**src/rtl/uart_pkg.sv**
```systemverilog
// Shared types and legal parameter ranges for the UART transmitter slice.
package uart_pkg;

  typedef enum logic [1:0] {
    PAR_NONE = 2'b00,
    PAR_EVEN = 2'b01,
    PAR_ODD  = 2'b10,
    PAR_RSVD = 2'b11
  } parity_mode_e;

  typedef enum logic [2:0] {
    ST_IDLE,
    ST_START,
    ST_DATA,
    ST_PARITY,
    ST_STOP
  } uart_tx_state_e;

  localparam int unsigned DATA_WIDTH_MIN = 5;
  localparam int unsigned DATA_WIDTH_MAX = 9;
  localparam int unsigned STOP_BITS_MIN  = 1;
  localparam int unsigned STOP_BITS_MAX  = 2;

  // Rsvd behaves like None: only the two defined codes enable a parity bit.
  function automatic logic parity_active(input logic [1:0] mode);
    return (mode == PAR_EVEN) || (mode == PAR_ODD);
  endfunction

endpackage

```
**src/rtl/uart_fifo.sv**
```systemverilog
// Synchronous first-word-fall-through FIFO; the head word is visible on rdata
// whenever the FIFO is non-empty.
module uart_fifo
  import uart_pkg::*;
#(
  parameter int unsigned Width = 8,
  parameter int unsigned Depth = 4
) (
  input  logic                     clk_i,
  input  logic                     rst_i,
  input  logic                     push,
  input  logic                     pop,
  input  logic [Width-1:0]         wdata,
  output logic [Width-1:0]         rdata,
  output logic                     full,
  output logic                     empty,
  output logic [$clog2(Depth):0]   count
);

  localparam int unsigned AW = $clog2(Depth);
  localparam int unsigned CW = AW + 1;

  logic [Width-1:0] mem [Depth];
  logic [AW-1:0]    wr_ptr_reg;
  logic [AW-1:0]    rd_ptr_reg;
  logic [CW-1:0]    count_reg;
  logic             do_push;
  logic             do_pop;

  assign full    = (count_reg == CW'(Depth));
  assign empty   = (count_reg == '0);
  // A push into a full FIFO is dropped even if a pop frees a slot this cycle.
  assign do_push = push && !full;
  assign do_pop  = pop && !empty;
  assign rdata   = mem[rd_ptr_reg];
  assign count   = count_reg;

  always_ff @(posedge clk_i) begin
    if (do_push) begin
      mem[wr_ptr_reg] <= wdata;
    end
  end

  always_ff @(posedge clk_i or posedge rst_i) begin
    if (rst_i) begin
      wr_ptr_reg <= '0;
      rd_ptr_reg <= '0;
      count_reg  <= '0;
    end else begin
      if (do_push) wr_ptr_reg <= wr_ptr_reg + 1'b1;
      if (do_pop)  rd_ptr_reg <= rd_ptr_reg + 1'b1;
      case ({do_push, do_pop})
        2'b10:   count_reg <= count_reg + 1'b1;
        2'b01:   count_reg <= count_reg - 1'b1;
        default: count_reg <= count_reg;
      endcase
    end
  end

endmodule

```
**src/rtl/uart_tx_frame.sv**
```systemverilog
// Buffered UART transmitter: FIFO plus baud-tick-driven serialiser.
// Define UART_TX_PARITY_EN to compile in the parity bit; otherwise parity_mode_i is ignored.
module uart_tx_frame
  import uart_pkg::*;
#(
  parameter int unsigned DataWidth = 8,
  parameter int unsigned FifoDepth = 4,
  parameter int unsigned StopBits  = 1
) (
  input  logic                          clk_i,
  input  logic                          rst_i,
  input  logic                          baud_clk_i,
  input  logic [1:0]                    parity_mode_i,
  input  logic                          valid_i,
  input  logic [DataWidth-1:0]          data_i,
  output logic                          ready_o,
  output logic                          txd_o,
  output logic                          busy_o,
  output logic [$clog2(FifoDepth):0]    fifo_count_o
);

  localparam int unsigned CW = $clog2(DataWidth);

  if (DataWidth < DATA_WIDTH_MIN || DataWidth > DATA_WIDTH_MAX) begin : g_bad_width
    $error("uart_tx_frame: DataWidth out of range");
  end
  if (StopBits < STOP_BITS_MIN || StopBits > STOP_BITS_MAX) begin : g_bad_stop
    $error("uart_tx_frame: StopBits out of range");
  end
  if (FifoDepth < 2 || (FifoDepth & (FifoDepth - 1)) != 0) begin : g_bad_depth
    $error("uart_tx_frame: FifoDepth must be a power of two >= 2");
  end

  uart_tx_state_e       state_reg, state_next;
  logic [DataWidth-1:0] shift_reg, shift_next;
  logic [CW-1:0]        bit_cnt_reg, bit_cnt_next;
  logic                 stop_cnt_reg, stop_cnt_next;
  logic                 txd_reg, txd_next;
  logic                 start_frame;
  logic                 fifo_pop;
  logic                 fifo_full;
  logic                 fifo_empty;
  logic [DataWidth-1:0] fifo_rdata;

`ifdef UART_TX_PARITY_EN
  logic par_en_reg, par_en_next;
  logic par_bit_reg, par_bit_next;
`else
  logic unused_parity_mode;
  assign unused_parity_mode = ^parity_mode_i;
`endif

  uart_fifo #(
    .Width (DataWidth),
    .Depth (FifoDepth)
  ) u_fifo (
    .clk_i (clk_i),
    .rst_i (rst_i),
    .push  (valid_i),
    .pop   (fifo_pop),
    .wdata (data_i),
    .rdata (fifo_rdata),
    .full  (fifo_full),
    .empty (fifo_empty),
    .count (fifo_count_o)
  );

  assign ready_o = !fifo_full;
  assign txd_o   = txd_reg;
  assign busy_o  = (state_reg != ST_IDLE) || (fifo_count_o != '0);

  always_ff @(posedge clk_i or posedge rst_i) begin
    if (rst_i) begin
      state_reg    <= ST_IDLE;
      shift_reg    <= '0;
      bit_cnt_reg  <= '0;
      stop_cnt_reg <= 1'b0;
      txd_reg      <= 1'b1;
`ifdef UART_TX_PARITY_EN
      par_en_reg   <= 1'b0;
      par_bit_reg  <= 1'b0;
`endif
    end else begin
      state_reg    <= state_next;
      shift_reg    <= shift_next;
      bit_cnt_reg  <= bit_cnt_next;
      stop_cnt_reg <= stop_cnt_next;
      txd_reg      <= txd_next;
`ifdef UART_TX_PARITY_EN
      par_en_reg   <= par_en_next;
      par_bit_reg  <= par_bit_next;
`endif
    end
  end

  always_comb begin
    state_next    = state_reg;
    shift_next    = shift_reg;
    bit_cnt_next  = bit_cnt_reg;
    stop_cnt_next = stop_cnt_reg;
    txd_next      = txd_reg;
    start_frame   = 1'b0;
    fifo_pop      = 1'b0;
`ifdef UART_TX_PARITY_EN
    par_en_next   = par_en_reg;
    par_bit_next  = par_bit_reg;
`endif
    if (baud_clk_i) begin
      case (state_reg)
        ST_IDLE: begin
          if (!fifo_empty) start_frame = 1'b1;
        end
        ST_START: begin
          txd_next   = shift_reg[0];
          shift_next = shift_reg >> 1;
          state_next = ST_DATA;
        end
        ST_DATA: begin
          if (bit_cnt_reg == CW'(DataWidth - 1)) begin
            state_next = ST_STOP;
            txd_next   = 1'b1;
`ifdef UART_TX_PARITY_EN
            if (par_en_reg) begin
              state_next = ST_PARITY;
              txd_next   = par_bit_reg;
            end
`endif
          end else begin
            txd_next     = shift_reg[0];
            shift_next   = shift_reg >> 1;
            bit_cnt_next = bit_cnt_reg + 1'b1;
          end
        end
`ifdef UART_TX_PARITY_EN
        ST_PARITY: begin
          txd_next   = 1'b1;
          state_next = ST_STOP;
        end
`endif
        ST_STOP: begin
          if (stop_cnt_reg == 1'(StopBits - 1)) begin
            if (!fifo_empty) start_frame = 1'b1;
            else             state_next  = ST_IDLE;
          end else begin
            stop_cnt_next = stop_cnt_reg + 1'b1;
          end
        end
        default: begin
          state_next = ST_IDLE;
          txd_next   = 1'b1;
        end
      endcase
    end

    // Shared by Idle and Stop so back-to-back frames start with no idle gap.
    if (start_frame) begin
      fifo_pop      = 1'b1;
      shift_next    = fifo_rdata;
      bit_cnt_next  = '0;
      stop_cnt_next = 1'b0;
      txd_next      = 1'b0;
      state_next    = ST_START;
`ifdef UART_TX_PARITY_EN
      par_en_next   = parity_active(parity_mode_i);
      par_bit_next  = (^fifo_rdata) ^ (parity_mode_i == PAR_ODD);
`endif
    end
  end

endmodule
```
**config.mk**
```make
export PLATFORM = sky130hd
export DESIGN_NAME = uart_tx_frame
export DESIGN_NICKNAME = d
export VERILOG_FILES = /design/src/rtl/uart_pkg.sv /design/src/rtl/uart_fifo.sv /design/src/rtl/uart_tx_frame.sv
export SDC_FILE = /design/constraint.sdc
export NUM_CORES = 1
export LEC_CHECK = 0
export CAP_MARGIN = 20
export CORE_MARGIN = 1.5
export CORE_UTILIZATION = 35
export DETAILED_ROUTE_END_ITERATION = 16
export PLACE_DENSITY = 0.6
export SLEW_MARGIN = 10
export SYNTH_ARGS = -nofsm -noshare
export SYNTH_HDL_FRONTEND = slang
export SYNTH_SLANG_ARGS = --single-unit
```
**constraint.sdc**
```tcl
create_clock -name clk_i -period 1.94 [get_ports clk_i]
set_input_delay 0.194 -clock clk_i [delete_from_list [all_inputs] [get_ports clk_i]]
set_output_delay 0.194 -clock clk_i [all_outputs]
set_load 0.005 [all_outputs]
```
[Word-level counts from Yosys, hierarchy flattened]
Memory sizes are Yosys's and may differ from the RTL's.
Cells that the tools add are included.
Cells by class
  add/sub/neg operators: 6
  eq/ne operators: 14
  multiplexer cells: 30
  reduce and logical (&&, ||, !) cells: 20
Operators by type and width (number)
  $mux W3: 9
  $mux W8: 3
  $pmux W8 S2: 1
  $mux W1: 13
  $ne A3 B3 Y1 const B: 4
  $pmux W3 S4: 1
  $eq A3 B3 Y1 const B: 3
  $reduce_bool A3 Y1: 3
  $reduce_bool A2 Y1: 4
  $add A3 B1 Y3 const B: 2
  $logic_not A3 Y1: 2
  $pmux W3 S2: 1
  $reduce_and A3 Y1: 2
  $reduce_and A5 Y1: 1
  $add A2 B1 Y2 const B: 2
  $ne A2 B2 Y1 const B: 2
  $reduce_and A2 Y1: 2
  $eq A3 B1 Y1 const B: 1
  $eq A3 B2 Y1 const B: 1
  $pmux W1 S3: 1
  $sub A3 B1 Y3 const B: 1
  $eq A2 B1 Y1 const B: 1
  $eq A2 B2 Y1 const B: 1
  $logic_and A1 B1 Y1: 2
  6 further kinds: 7
Storage, ports and cells
  register bits: 23
  memory bits (writable): 32
  input port bits: 14
  output and inout bits: 6
  logic and storage cells: 79
  memories: 1
Memory list
  u_fifo.mem: depth 4, width 8, read ports 1, clocked after memory_dff 0, write ports 1, line uart_fifo.sv:23  | logic [Width-1:0] mem [Depth];

[Depth between registers and ports, before layout]
  depth after elaboration: 9
  mapped depth: 10
  mapped depth without buffers: 10

[By module]
A second synthesis with hierarchy kept.
Unflattened totals
  cells, all modules: 155
  area total of the unflattened synthesis: 2464.9 sq um
By module, submodules not included
  uart_fifo: times used 1, cells an instance 80, area an instance 1596.5 sq um, seq. area each 1136.1 sq um
  uart_tx_frame: times used 1, cells an instance 75, area an instance 868.3 sq um, seq. area each 376.6 sq um

[Least setup slack after synthesis]
Ideal clock, no wire load.
  path type: register to register
  from: reg state_reg[0]
  to: reg u_fifo.count_reg[2], in the netlist u_fifo.count[2]
  setup time: 0.079 ns
  arrival: 1.955 ns
  data required time: 1.861 ns
  setup slack: -0.094 ns
  cell stages (with the launch flop): 11
  path buffers: 1
  clock period less this slack: 2.034 ns
  cell sequence: dfrtp_1 buf_2 nor2_1 nand3_2 inv_2 ha_1 inv_1 fa_1 xor2_1 nor2_1 xor2_1
On the way
  word-level cells in the longest chain between the ends: 7
  elaborated cells on any way between the ends: 10
  classes of those cells: eq/ne: 3; mux: 4; reduce/logical: 3
Ends and longest elaborated chain
  from (decl): line uart_tx_frame.sv:34  | uart_tx_state_e state_reg, state_next;
  from (signal assigned): line uart_tx_frame.sv:84  | state_reg <= state_next;
  $eq A3 B3 Y1 / $logic_not A3 Y1 (equally long branches): line uart_tx_frame.sv:109  | case (state_reg)
  $pmux W1 S2 (*): line uart_tx_frame.sv:109
  $mux W1 (*): line uart_tx_frame.sv:108  | if (baud_clk_i) begin
  $mux W1 (*): line uart_tx_frame.sv:156  | if (start_frame) begin
  $logic_and A1 B1 Y1 (*): line uart_fifo.sv:34  | assign do_pop = pop && !empty;
  via u_fifo.do_pop: line uart_fifo.sv:28  | logic do_pop;
  $eq A2 B1 Y1 / $eq A2 B2 Y1 (equally long branches): line uart_fifo.sv:52  | case ({do_push, do_pop})
  $pmux W3 S2 / $reduce_bool A2 Y1 (equally long branches)
  to (signal assigned): line uart_fifo.sv:53  | 2'b10: count_reg <= count_reg + 1'b1;
  to (signal assigned): line uart_fifo.sv:54  | 2'b01: count_reg <= count_reg - 1'b1;
  to (signal assigned): line uart_fifo.sv:55  | default: count_reg <= count_reg;
  to (decl): line uart_fifo.sv:26  | logic [CW-1:0] count_reg;
The timed path passes the listed nets; every way through them passes the cells marked *.
A chain may end at the register's enable or synchronous reset.

[Final worst setup path]
  from: reg u_fifo.count_reg[2], in the netlist u_fifo.count[2]
  to: reg u_fifo.count_reg[2], in the netlist u_fifo.count[2]
On the way
  word-level cells in the longest chain between the ends: 9
  elaborated cells on any way between the ends: 17
  classes of those cells: add/sub: 2; eq/ne: 3; mux: 6; reduce/logical: 6
Ends and longest elaborated chain
  $logic_not A3 Y1: line uart_fifo.sv:31  | assign empty = (count_reg == '0);
  $mux W1: line uart_tx_frame.sv:111, uart_tx_frame.sv:142
  $mux W1: line uart_tx_frame.sv:141  | if (stop_cnt_reg == 1'(StopBits - 1)) begin
  $pmux W1 S2: line uart_tx_frame.sv:109
  $mux W1: line uart_tx_frame.sv:108
  $mux W1: line uart_tx_frame.sv:156
  $logic_and A1 B1 Y1: line uart_fifo.sv:34
  $eq A2 B1 Y1 / $eq A2 B2 Y1 (equally long branches): line uart_fifo.sv:52
  $pmux W3 S2 / $reduce_bool A2 Y1 (equally long branches)
Several ways; a longest one is shown, not always the timed one.

==> impl_metrics.ini <==
[grt]
grt.busiest_layer = met2
grt_usage = 0.121
grtUsageMet3 = 0.0227
antenna_found_initial = 0
grt_pass1_vias = 1424
use_met1 = 0.135
grt_pass1_wl_mm = 6.65
grt-ovfl-total = 0
grt_use_met2 = 0.229
grt_max_degree = 18

[setup_path]
regToRegEndpoint = u_fifo.count[2]
worstPathArrival_ps = 2090
worst-setup-path-type = register to register
path_cells = buf_4, nand3_2, and2_4, inv_2, ha_4, inv_2, fa_2, xor2_1, nor2_1, xor2_1
ff2ff_setup_slack_ps = 70
endpoint_kind = register
cp_slowest_cell = dfrtp_1
rr_worst_depth = 10
max_stage_delay_ps = 420
required_ps = 2160
r2r_start = u_fifo.count[2]
critPathMaxFanout = 3
critPathLaunchType = register

[sta]
fin_ws_ps = 70.3
max_freq_mhz = 535
maxSlewViolCount = 0
rsz0062_at_grt = yes
slew_headroom = 0.664
tightest_slew_ps = 503
period_minus_slack_ps = 1870
skew_ps = 5.16
finalSetupViolations = 0
period_share = 0.964
hold_viol = 0

[final_layout]
nFillCells = 560
finalNonFillerCells = 271
fin_nets = 215
final_core_util = 0.452
fin_area_sq_um = 2870
drive_gt1_frac = 0.320
antenna_cells = 0
largest_register_ffs = 32
areaGrowthSynthToFinish_pct = 25.3

[route]
drc = 0
vias_per_cell = 4.96
first_iter_violations = 64
vias = 1345
wl_per_cell_um = 15.2
first_pass_iters = 4
drt-total-wl_mm = 4.12
drtAntennaViolNets = 0

[clocking]
clockBufferDepth = 2
cts_buffers = 5
clk_latency_ps = 300
htree_levels = 2
cts_sinks = 54
cts_tree = done
clockRootBuffer = clkbuf_8
clk_pin_slew_worst_paths_ps = 100

[floorplanning]
core-area_sq_um = 6350
fp.dieW_um = 83.9
die_h_um = 83.9
die-area_sq_um = 7040
placementRows = 29
start_util = 0.361
io_pins = 20

[yosys]
synth_seq_area_share = 0.660
synth_warnings = 0
avgSynthCellArea_sq_um = 15.1
ys_ff_latch = 54
yosysUniqueCellTypes = 35
synthCells = 152
syn_nets = 174
syn_area_sq_um = 2290

[placed_design]
finalWeightedCongestion = 0.778
dp_cells = 258
io_buffers = 17
pre_cts_slack_ps = -70.2
placed_area_sq_um = 2690
place_hpwl_mm = 2.88

[power_and_ir_drop]
power.share.switching = 0.329
seqPwrFrac = 0.442
p_sw_w = 0.00135
p_per_area_nw_per_um2 = 1440
p_int_w = 0.00277
pwr-share-clk = 0.152
irDropWorstVdd_v = 0.000552
power_frac_comb = 0.406
p_leak_nw = 1.13

[run_status]
status = complete, no violations

[flow_run]
drv_cap = 0

[worst_hold_path]
hold_class = primary input to async pin
==> through the flow <==
stage                     total power (W)  setup TNS [ps]  hold slack, ps
after floorplan                   0.00278               0             182
after global placement            0.00325           -80.0             482
after detailed placement          0.00336            -335             496
after CTS                         0.00404               0             229
after global routing              0.00439           -27.9             263
final                             0.00412               0             214
==> worst max-delay path by stage <==
stage | start | slack [ps] | cells after the start | end
6_report | u_fifo.count[2] | 70 | 10 | u_fifo.count[2]
5_1_grt | u_fifo.count[2] | -30 | 10 | u_fifo.count[2]
4_1_cts | u_fifo.count[1] | 10 | 10 | u_fifo.count[2]
3_5_place_dp | baud_clk_i | -70 | 9 | u_fifo.count[2]
3_3_place_gp | bit_cnt_reg[0] | -20 | 6 | shift_reg[5]
2_1_floorplan | u_fifo.count[2] | 6 | 9 | u_fifo.count[2]
==> final cells by class <==
type | instances | area [sq um] | share of cell area
clock buffer | 6 | 72.6 | 0.0253
clock inverter | 2 | 17.5 | 0.00610
inverter | 17 | 63.8 | 0.0222
multi-input combinational | 76 | 774 | 0.270
sequential | 54 | 1510 | 0.527
tap | 77 | 96.3 | 0.0336
timing repair buffer | 39 | 334 | 0.116
==> synth_stat cells <==
cell / count / area (sq um)
a21oi_1: 8 / 40.0
a22o_1: 1 / 8.76
a31oi_1: 1 / 6.26
a32o_1: 2 / 20.0
and2_1: 1 / 6.26
and3_1: 4 / 25.0
buf_1: 1 / 3.75
buf_2: 3 / 15.0
clkbuf_1: 1 / 3.75
dfrtp_1: 21 / 526
dfstp_2: 1 / 26.3
edfxtp_1: 32 / 961
fa_1: 1 / 20.0
ha_1: 7 / 87.6
inv_1: 16 / 60.1
inv_2: 1 / 3.75
mux2_2: 3 / 33.8
mux2i_1: 1 / 10.0
mux4_2: 8 / 180
nand2_1: 4 / 15.0
nand3_1: 1 / 5.00
nand3_2: 1 / 10.0
nor2_1: 4 / 15.0
nor3_1: 3 / 15.0
nor3b_1: 1 / 7.51
nor4b_1: 1 / 8.76
nor4bb_1: 1 / 10.0
o21ai_0: 3 / 15.0
o21bai_2: 1 / 11.3
o22ai_1: 8 / 50.1
or2_2: 1 / 6.26
or3_1: 1 / 6.26
or4b_1: 1 / 10.0
xnor2_1: 5 / 43.8
xor2_1: 3 / 26.3
==> placed cells by master, fill, tap and decap left out, types with 2 or more instances in the layout <==
master            n
ha_2              2
o22ai_1           5
inv_2             5
o21ai_0           3
buf_4            22
xnor2_1           5
nor2_1            3
mux2_2            3
a32o_1            2
ha_1              4
inv_1            12
nand2_1           4
dfrtp_1          21
xor2_1            3
clkdlybuf4s50_1  16
a21oi_1           8
edfxtp_1         32
clkbuf_8          5
mux4_2            8
o22ai_2           3
nor3_1            2
and3_1            4
==> worst max-delay path: cells and delay by family (launching register included) <==
family	cells	cell delay (ps)
buffers and inverters	3	240
adders and majority gates	2	480
xor gates and xnor gates	2	310
and+or+nand+nor	3	340
DFF	1	420
==> what timing repair did <==
| action | CTS | global route |
|---|---|---|
| buffers inserted | 2 | 3 |
| endpoints found under the setup margin | 9 | 9 |
| hold buffers | 0 | 0 |
| resized for setup | 5 | 12 |
| pin swaps | 3 | 7 |
==> layer usage <==
layer	share of wire	wire [um]	vias to the layer above
met5	0	0	-
met4	0.018	74	0
met3	0.030	123	9
met2	0.54	2220	31
met1	0.41	1700	666
li1	-	-	639
==> kinds of logic (layout without fill, tap and decap cells) <==
logic type,count (synthesis),after routing,synth area share
buffers and inverters,22,64,0.0377
and+or+nand+nor,24,24,0.0611
adders and majority gates,8,8,0.0469
DFF,54,54,0.660
xor gates and xnor gates,8,8,0.0306
muxes,12,12,0.0977
AOI/OAI and AO/OA,24,24,0.0661
==> power groups by stage <==
stage	registers (W)	logic, W	clock network, W
finish	0.00182	0.00168	0.000626
global route	0.00186	0.00183	0.000693
CTS	0.00181	0.00158	0.000647
detailed placement	0.00183	0.00152	0
global placement	0.00181	0.00144	0
floorplan	0.00176	0.00102	0
No activity file was read; power rests on OpenSTA's default activity.
